File: src/rtl/uart_pkg.sv
// Shared UART definitions used by both the receiver and the transmitter.
// Holds the frame width and the receive state encodings.
package uart_pkg;

  localparam int UART_DATA_BITS = 8;

  localparam logic [1:0] ST_IDLE  = 2'd0;
  localparam logic [1:0] ST_START = 2'd1;
  localparam logic [1:0] ST_DATA  = 2'd2;
  localparam logic [1:0] ST_STOP  = 2'd3;

  typedef enum logic [1:0] {
    IDLE  = ST_IDLE,
    START = ST_START,
    DATA  = ST_DATA,
    STOP  = ST_STOP
  } rx_state_t;

endpackage

File: src/rtl/uart_rx_sync.sv
// Generic two-flop synchronizer for an asynchronous single-bit input.
// RESET_VAL lets the output come out of reset at the input's idle level.
module uart_rx_sync #(
  parameter logic RESET_VAL = 1'b1
) (
  input  logic clk,
  input  logic rst_n,
  input  logic d,
  output logic q
);

  logic meta;

  always_ff @(posedge clk or negedge rst_n) begin
    if (!rst_n) begin
      meta <= RESET_VAL;
      q    <= RESET_VAL;
    end else begin
      meta <= d;
      q    <= meta;
    end
  end

endmodule

File: src/rtl/uart_rx.sv
// 8N1 UART receiver: synchronizes rx, finds the start edge, samples each bit
// mid-period and reports good bytes (data_valid) or bad stop bits (frame_err).
//
//   state | meaning
//   IDLE  | waiting for a falling edge on the synchronized line
//   START | half a bit period in; confirms the start bit is still low
//   DATA  | sampling 8 data bits, LSB first, one per bit period
//   STOP  | sampling the stop bit; high = good byte, low = framing error
module uart_rx
  import uart_pkg::*;
#(
  parameter int CLKS_PER_BIT = 16
) (
  input  logic                      clk,
  input  logic                      rst_n,
  input  logic                      rx,
  output logic [UART_DATA_BITS-1:0] data,
  output logic                      data_valid,
  output logic                      frame_err,
  output logic                      busy
);

  localparam int CW   = $clog2(CLKS_PER_BIT);
  localparam int IW   = $clog2(UART_DATA_BITS);
  localparam int HALF = CLKS_PER_BIT / 2;

  localparam logic [CW-1:0] CNT_LAST = CW'(CLKS_PER_BIT - 1);
  localparam logic [CW-1:0] CNT_HALF = CW'(HALF - 1);
  localparam logic [IW-1:0] IDX_LAST = IW'(UART_DATA_BITS - 1);

  logic                      rx_s;
  logic                      rx_s_d;
  rx_state_t                 state, state_nx;
  logic [CW-1:0]             cnt, cnt_nx;
  logic [IW-1:0]             idx, idx_nx;
  logic [UART_DATA_BITS-1:0] shreg, shreg_nx;
  logic [UART_DATA_BITS-1:0] data_nx;
  logic                      valid_nx;
  logic                      err_nx;

  uart_rx_sync #(.RESET_VAL(1'b1)) u_sync (
    .clk   (clk),
    .rst_n (rst_n),
    .d     (rx),
    .q     (rx_s)
  );

  always_ff @(posedge clk or negedge rst_n) begin
    if (!rst_n) begin
      rx_s_d     <= 1'b1;
      state      <= IDLE;
      cnt        <= '0;
      idx        <= '0;
      shreg      <= '0;
      data       <= '0;
      data_valid <= 1'b0;
      frame_err  <= 1'b0;
    end else begin
      rx_s_d     <= rx_s;
      state      <= state_nx;
      cnt        <= cnt_nx;
      idx        <= idx_nx;
      shreg      <= shreg_nx;
      data       <= data_nx;
      data_valid <= valid_nx;
      frame_err  <= err_nx;
    end
  end

  always_comb begin
    state_nx = state;
    cnt_nx   = cnt + 1'b1;
    idx_nx   = idx;
    shreg_nx = shreg;
    data_nx  = data;
    valid_nx = 1'b0;
    err_nx   = 1'b0;
    case (state)
      IDLE: begin
        cnt_nx = '0;
        // Edge-triggered so a line stuck low (break) never restarts reception.
        if (!rx_s && rx_s_d) state_nx = START;
      end
      START: begin
        if (cnt == CNT_HALF) begin
          cnt_nx   = '0;
          idx_nx   = '0;
          state_nx = rx_s ? IDLE : DATA;
        end
      end
      DATA: begin
        if (cnt == CNT_LAST) begin
          cnt_nx   = '0;
          shreg_nx = {rx_s, shreg[UART_DATA_BITS-1:1]};
          idx_nx   = idx + 1'b1;
          if (idx == IDX_LAST) state_nx = STOP;
        end
      end
      STOP: begin
        if (cnt == CNT_LAST) begin
          cnt_nx   = '0;
          state_nx = IDLE;
          if (rx_s) begin
            data_nx  = shreg;
            valid_nx = 1'b1;
          end else begin
            err_nx = 1'b1;
          end
        end
      end
      default: state_nx = IDLE;
    endcase
  end

  assign busy = (state != IDLE);

endmodule

File: config.mk
export PLATFORM = sky130hd
export DESIGN_NAME = uart_rx
export DESIGN_NICKNAME = d
export VERILOG_FILES = /design/src/rtl/uart_pkg.sv /design/src/rtl/uart_rx_sync.sv /design/src/rtl/uart_rx.sv
export SDC_FILE = /design/constraint.sdc
export NUM_CORES = 1
export LEC_CHECK = 0
export BUFFER_PORTS_ARGS = -buffer_cell sky130_fd_sc_hd__buf_2
export CAP_MARGIN = 10
export CORE_MARGIN = 5
export CORE_UTILIZATION = 64
export CTS_BUF_LIST = sky130_fd_sc_hd__clkbuf_4 sky130_fd_sc_hd__clkbuf_8
export CTS_CLUSTER_SIZE = 28
export DETAILED_ROUTE_END_ITERATION = 10
export HOLD_SLACK_MARGIN = 0.12
export PLACE_DENSITY = 0.86
export REMOVE_ABC_BUFFERS = 1
export SLEW_MARGIN = 40
export SYNTH_ARGS = -nofsm -noshare
export SYNTH_HDL_FRONTEND = slang
export SYNTH_SLANG_ARGS = --single-unit
File: constraint.sdc
create_clock -name clk -period 3.8 [get_ports clk]
set_input_delay 0.19 -clock clk [delete_from_list [all_inputs] [get_ports clk]]
set_output_delay 0.19 -clock clk [all_outputs]
set_load 0.03 [all_outputs]
* Word-level counts from Yosys, hierarchy flattened *
Index checks and enable logic that the tools add are counted.

storage, ports and cells
  output and inout port bits = 11
  bits of input ports = 3
  bits in registers = 30
  word-level logic and storage cells = 52

operators by class
  reduce and logical (&&, ||, !) cells = 10
  eq/ne operators = 11
  add/sub/neg operators = 2
  multiplexer cells = 19

operator list
  kind                 count
  $mux 2               6
  $pmux 4 s3           1
  $ne 2x2->1 const B   5
  $mux 4               2
  $pmux 2 s4           1
  $mux 1               6
  $mux 3               2
  $pmux 3 s2           1
  $reduce_and 3->1     2
  $reduce_and 5->1     1
  $add 4x1->4 const B  1
  $eq 2x2->1 const B   2
  $eq 4x3->1 const B   1
  $eq 4x4->1 const B   1
  $reduce_bool 2->1    2
  $add 3x1->3 const B  1
  $eq 3x3->1 const B   1
  $eq 2x1->1 const B   1
  $logic_not 2->1      1
  $reduce_and 2->1     1
  $reduce_or 2->1      1
  $logic_and 1x1->1    1
  $logic_not 1->1      1

* Logic depth before layout (Yosys ltp) *
  depth in word-level cells = 4
  depth in mapped cells = 6
  depth with buffers taken out = 4

* Modules after synthesis *
Synthesis repeated with hierarchy kept, for this count alone.

unflattened totals
  cells, all modules = 98
  area total of the unflattened synthesis = 1323.8 µm²

modules (own cells, without submodules)
  module        area each (µm²)  sequential area each (µm²)  cells an instance  instances
  uart_rx       1271.2           701.9                       96                 1
  uart_rx_sync  52.6             52.6                        2                  1

* Worst setup path after synthesis *
OpenSTA, ideal clock, no wires.

  path type = register to register
  start = register cnt[0]
  end = register data[0]
  library setup time = 0.125 ns
  arrival time = 1.502 ns
  path buffers = 2
  period minus slack after synthesis = 1.627 ns
  stages on the path, launching flop included = 7
  slack = 2.173 ns
  cell sequence = dfrtp_1 > ha_1 > buf_6 > and4_1 > and3_1 > buf_6 > mux2_4

between the ends
  word-level cells in the longest chain between the ends = 2

RTL lines
  what                               line            source
  start: declaration                 uart_rx.sv:34   logic [CW-1:0] cnt, cnt_nx;
  start signal: assignment           uart_rx.sv:61   cnt <= cnt_nx;
  $eq 4x4->1                         uart_rx.sv:100  if (cnt == CNT_LAST) begin
  $reduce_and 3->1 (no source line)  --
  end signal: assignment             uart_rx.sv:64   data <= data_nx;
  end: declaration                   uart_rx.sv:17   output logic [UART_DATA_BITS-1:0] data,

No other way between the ends.
A chain may end at the register's enable or synchronous reset.

* Worst setup path in the final report *
  start = register cnt[0]
  end = register data[2]

Same word-level chain as after synthesis.

==> key figures <==
Clocking
  • Clock Latency Late Sink: 0.32 ns
  • Clock Path Buffers: 2
  • Clock transition at the registers of the reported paths: 0.09 ns
  • Clk sink count: 30
  • CTS resizes: 0
  • CTS tree: built
  • Number of CTS-inserted buffers: 5
  • H-tree Lvls: 2
  • Clk root buf: clkbuf_4

Place
  • Cell count after placement: 130
  • Final HPWL DP: 1558 µm
  • Routability cong.: 0.8056
  • IO buf count: 13

Finish
  • Layout area overhead: 8.860%
  • Post-layout net count: 118
  • Number of fillers in the final layout: 154
  • Multi-input logic area: 490.5 µm²
  • FF+latch area: 754.5 µm²
  • Share of cells above drive strength 1: 37.17%
  • Fin cells: 140
  • Finished Core Util: 73.66%
  • Most frequent cells in the layout: dfrtp_1 (27), buf_2 (13), mux2_4 (9), mux2_2 (7), clkbuf_4 (7)
  • Antenna Cells: 0
  • Commonest non-fill, non-tap cell in the layout: dfrtp_1

STA
  • Max-slew violations: 0
  • Hold Violations, Final: 0
  • Setup TNS: 0 ns
  • Worst-Margin Slew: 0.6312 ns
  • Setup Skew: 0.007683 ns
  • Max Fclk: 0.5110 GHz
  • Min Clock Period, post-route: 1.957 ns
  • Final worst path period share: 51.50%
  • Slew headroom: 57.92%
  • Final setup vio count: 0
  • RSZ-0062 raised after global routing: no

Global route
  • GR Util met2: 26.52%
  • Total gr overflow: 0
  • Largest net degree at the start of global routing: 31
  • Vias in the first global route: 795
  • GR Layer Usage met1: 19.82%
  • Global routing's busiest layer: met2
  • Global-route wire length before repair: 3905 µm
  • Initial antenna violation count: 0
  • Total track usage: 16.68%
  • GR Layer Usage met3: 6.993%

Detailed routing
  • Vias/cell: 5.571
  • DRT Pass-1 Iters: 4
  • Post-route ant nets: 0
  • 1st-iter DRT viols: 3
  • DRC Markers: 0
  • DR vias: 780
  • Routed WL: 2239 µm
  • Per-cell routed wire length: 15.99 µm

Synthesis
  • Netlist cell types: 31
  • Ys async rst share: 100.0%
  • YS warnings: 0
  • Post-synthesis cell count: 97
  • Mapped Area: 1328 µm²
  • Syn_area_per_cell: 13.69 µm²
  • Sequential area share after synthesis: 56.83%
  • Number of enable flip-flop cells after synthesis: 0
  • Ys flop type: dfrtp_1
  • Post-synthesis sequential element count: 30

Flow run
  • Max Cap Viol: 0

Die
  • Core area: 1962 µm²
  • FP Rows: 16
  • Initial core utilization: 67.67%
  • Die boundary height: 55.55 µm
  • Die width: 55.55 µm
  • I/O pin count: 14
  • Die area: 3085 µm²

Worst setup path
  • Critical-path maximum fanout: 9
  • Startpoint Class: flop
  • Crit path kind: reg -> reg
  • CP required: 4.01 ns
  • CP Capture Type: flop
  • Crit path DAT: 2.17 ns

Power
  • Pwr/cell area: 528.8 nW/µm²
  • VDD IR max: 510.9 µV
  • Leakage power: 0.7402 nW

Status
  • Status: finished clean

Hold path
  • Worst min-delay path class: reg -> reg
==> critical path: stages, from the launching register on <==
cell,delay (ns)
dfrtp_1,0.40
ha_1,0.34
and4_1,0.25
and3_1,0.51
mux2_4,0.35
==> per-stage QoR <==
| step | hold WS [ns] | setup WS [ns] | area [µm²] | power [mW] |
|---|---|---|---|---|
| after floorplan | -0.1056 | 2.045 | 1260 | 0.5144 |
| after global placement | 0.2344 | 1.941 | 1359 | 0.5478 |
| after detailed placement | 0.2418 | 1.862 | 1359 | 0.5577 |
| after CTS | 0.3622 | 1.843 | 1445 | 0.7670 |
| after global routing | 0.3713 | 1.698 | 1445 | 0.8068 |
| final | 0.3617 | 1.843 | 1445 | 0.7641 |
==> final cells by class <==
class / instances / share of cell area, %
clock buffers: 8 / 4.589
inverters: 4 / 1.039
multi-input cells: 56 / 33.94
flip-flops and latches: 30 / 52.21
well taps: 27 / 2.338
repair buffers: 15 / 5.887
==> registers in the layout, summed over array words and instances (netlist names), named ones only <==
register / count
data: 8
state: 1
shreg: 8
data_valid: 1
cnt: 4
idx: 3
u_sync.q: 1
u_sync.meta: 1
frame_err: 1
rx_s_d: 1
==> report_power, final <==
| part | total (mW) | switching [mW] | internal, mW |
|---|---|---|---|
| logic | 0.135 | 0.0701 | 0.0651 |
| registers | 0.420 | 0.0656 | 0.355 |
| clock network | 0.209 | 0.103 | 0.105 |
==> cell families after synthesis <==
kind of cell / share of synthesized area [%]
adders and majority gates: 2.828
AOI/OAI and AO/OA: 6.126
DFF: 56.83
buffers and inverters: 6.220
xor gates and xnor gates: 0.6599
muxes: 16.12
and+or+nand+nor: 11.22
==> repair_timing <==
action,CTS,global route
hold buffers,2,0
endpoints found under the hold margin,28,0
setup buffers,0,0
endpoints found under the setup margin,0,0
==> synthesized netlist by cell type (2+ instances only) <==
master    number  share of area (%)
mux2_4         9                 10
a21oi_1        4                1.5
nor3_1         3                1.1
nor2b_1        3                1.4
a41oi_1        2                1.3
dfstp_2        3                5.9
nor2_1         4                1.1
and3_1         3                1.4
mux2_2         7                5.9
ha_1           3                2.8
inv_1          4                1.1
nand3_1        2               0.75
dfrtp_1       27                 51
a211oi_1       2                1.1
buf_6          5                4.2
==> per-layer routing <==
| layer | wire (µm) | up-vias | part of all wire [%] |
|---|---|---|---|
| met1 | 957 | 383 | 43 |
| met4 | 44 | 0 | 2.0 |
| met2 | 1119 | 17 | 50 |
| met3 | 118 | 8 | 5.3 |
| li1 | - | 372 | - |
| met5 | 0 | - | 0 |
==> final timing paths <==
check                            startpoint  depth (start not counted)  slack, ns       end
max in group asynchronous             rst_n                          2       2.96    cnt[2]
worst min-delay path            u_sync.meta                          0       0.36  u_sync.q
worst max register to register       cnt[0]                          4       1.84   data[2]
min in group asynchronous             rst_n                          2       0.42   data[2]
worst max-delay path                 cnt[0]                          4       1.84   data[2]
worst min register to register  u_sync.meta                          0       0.36  u_sync.q
Note: power is estimated with default switching activity, not from simulation.
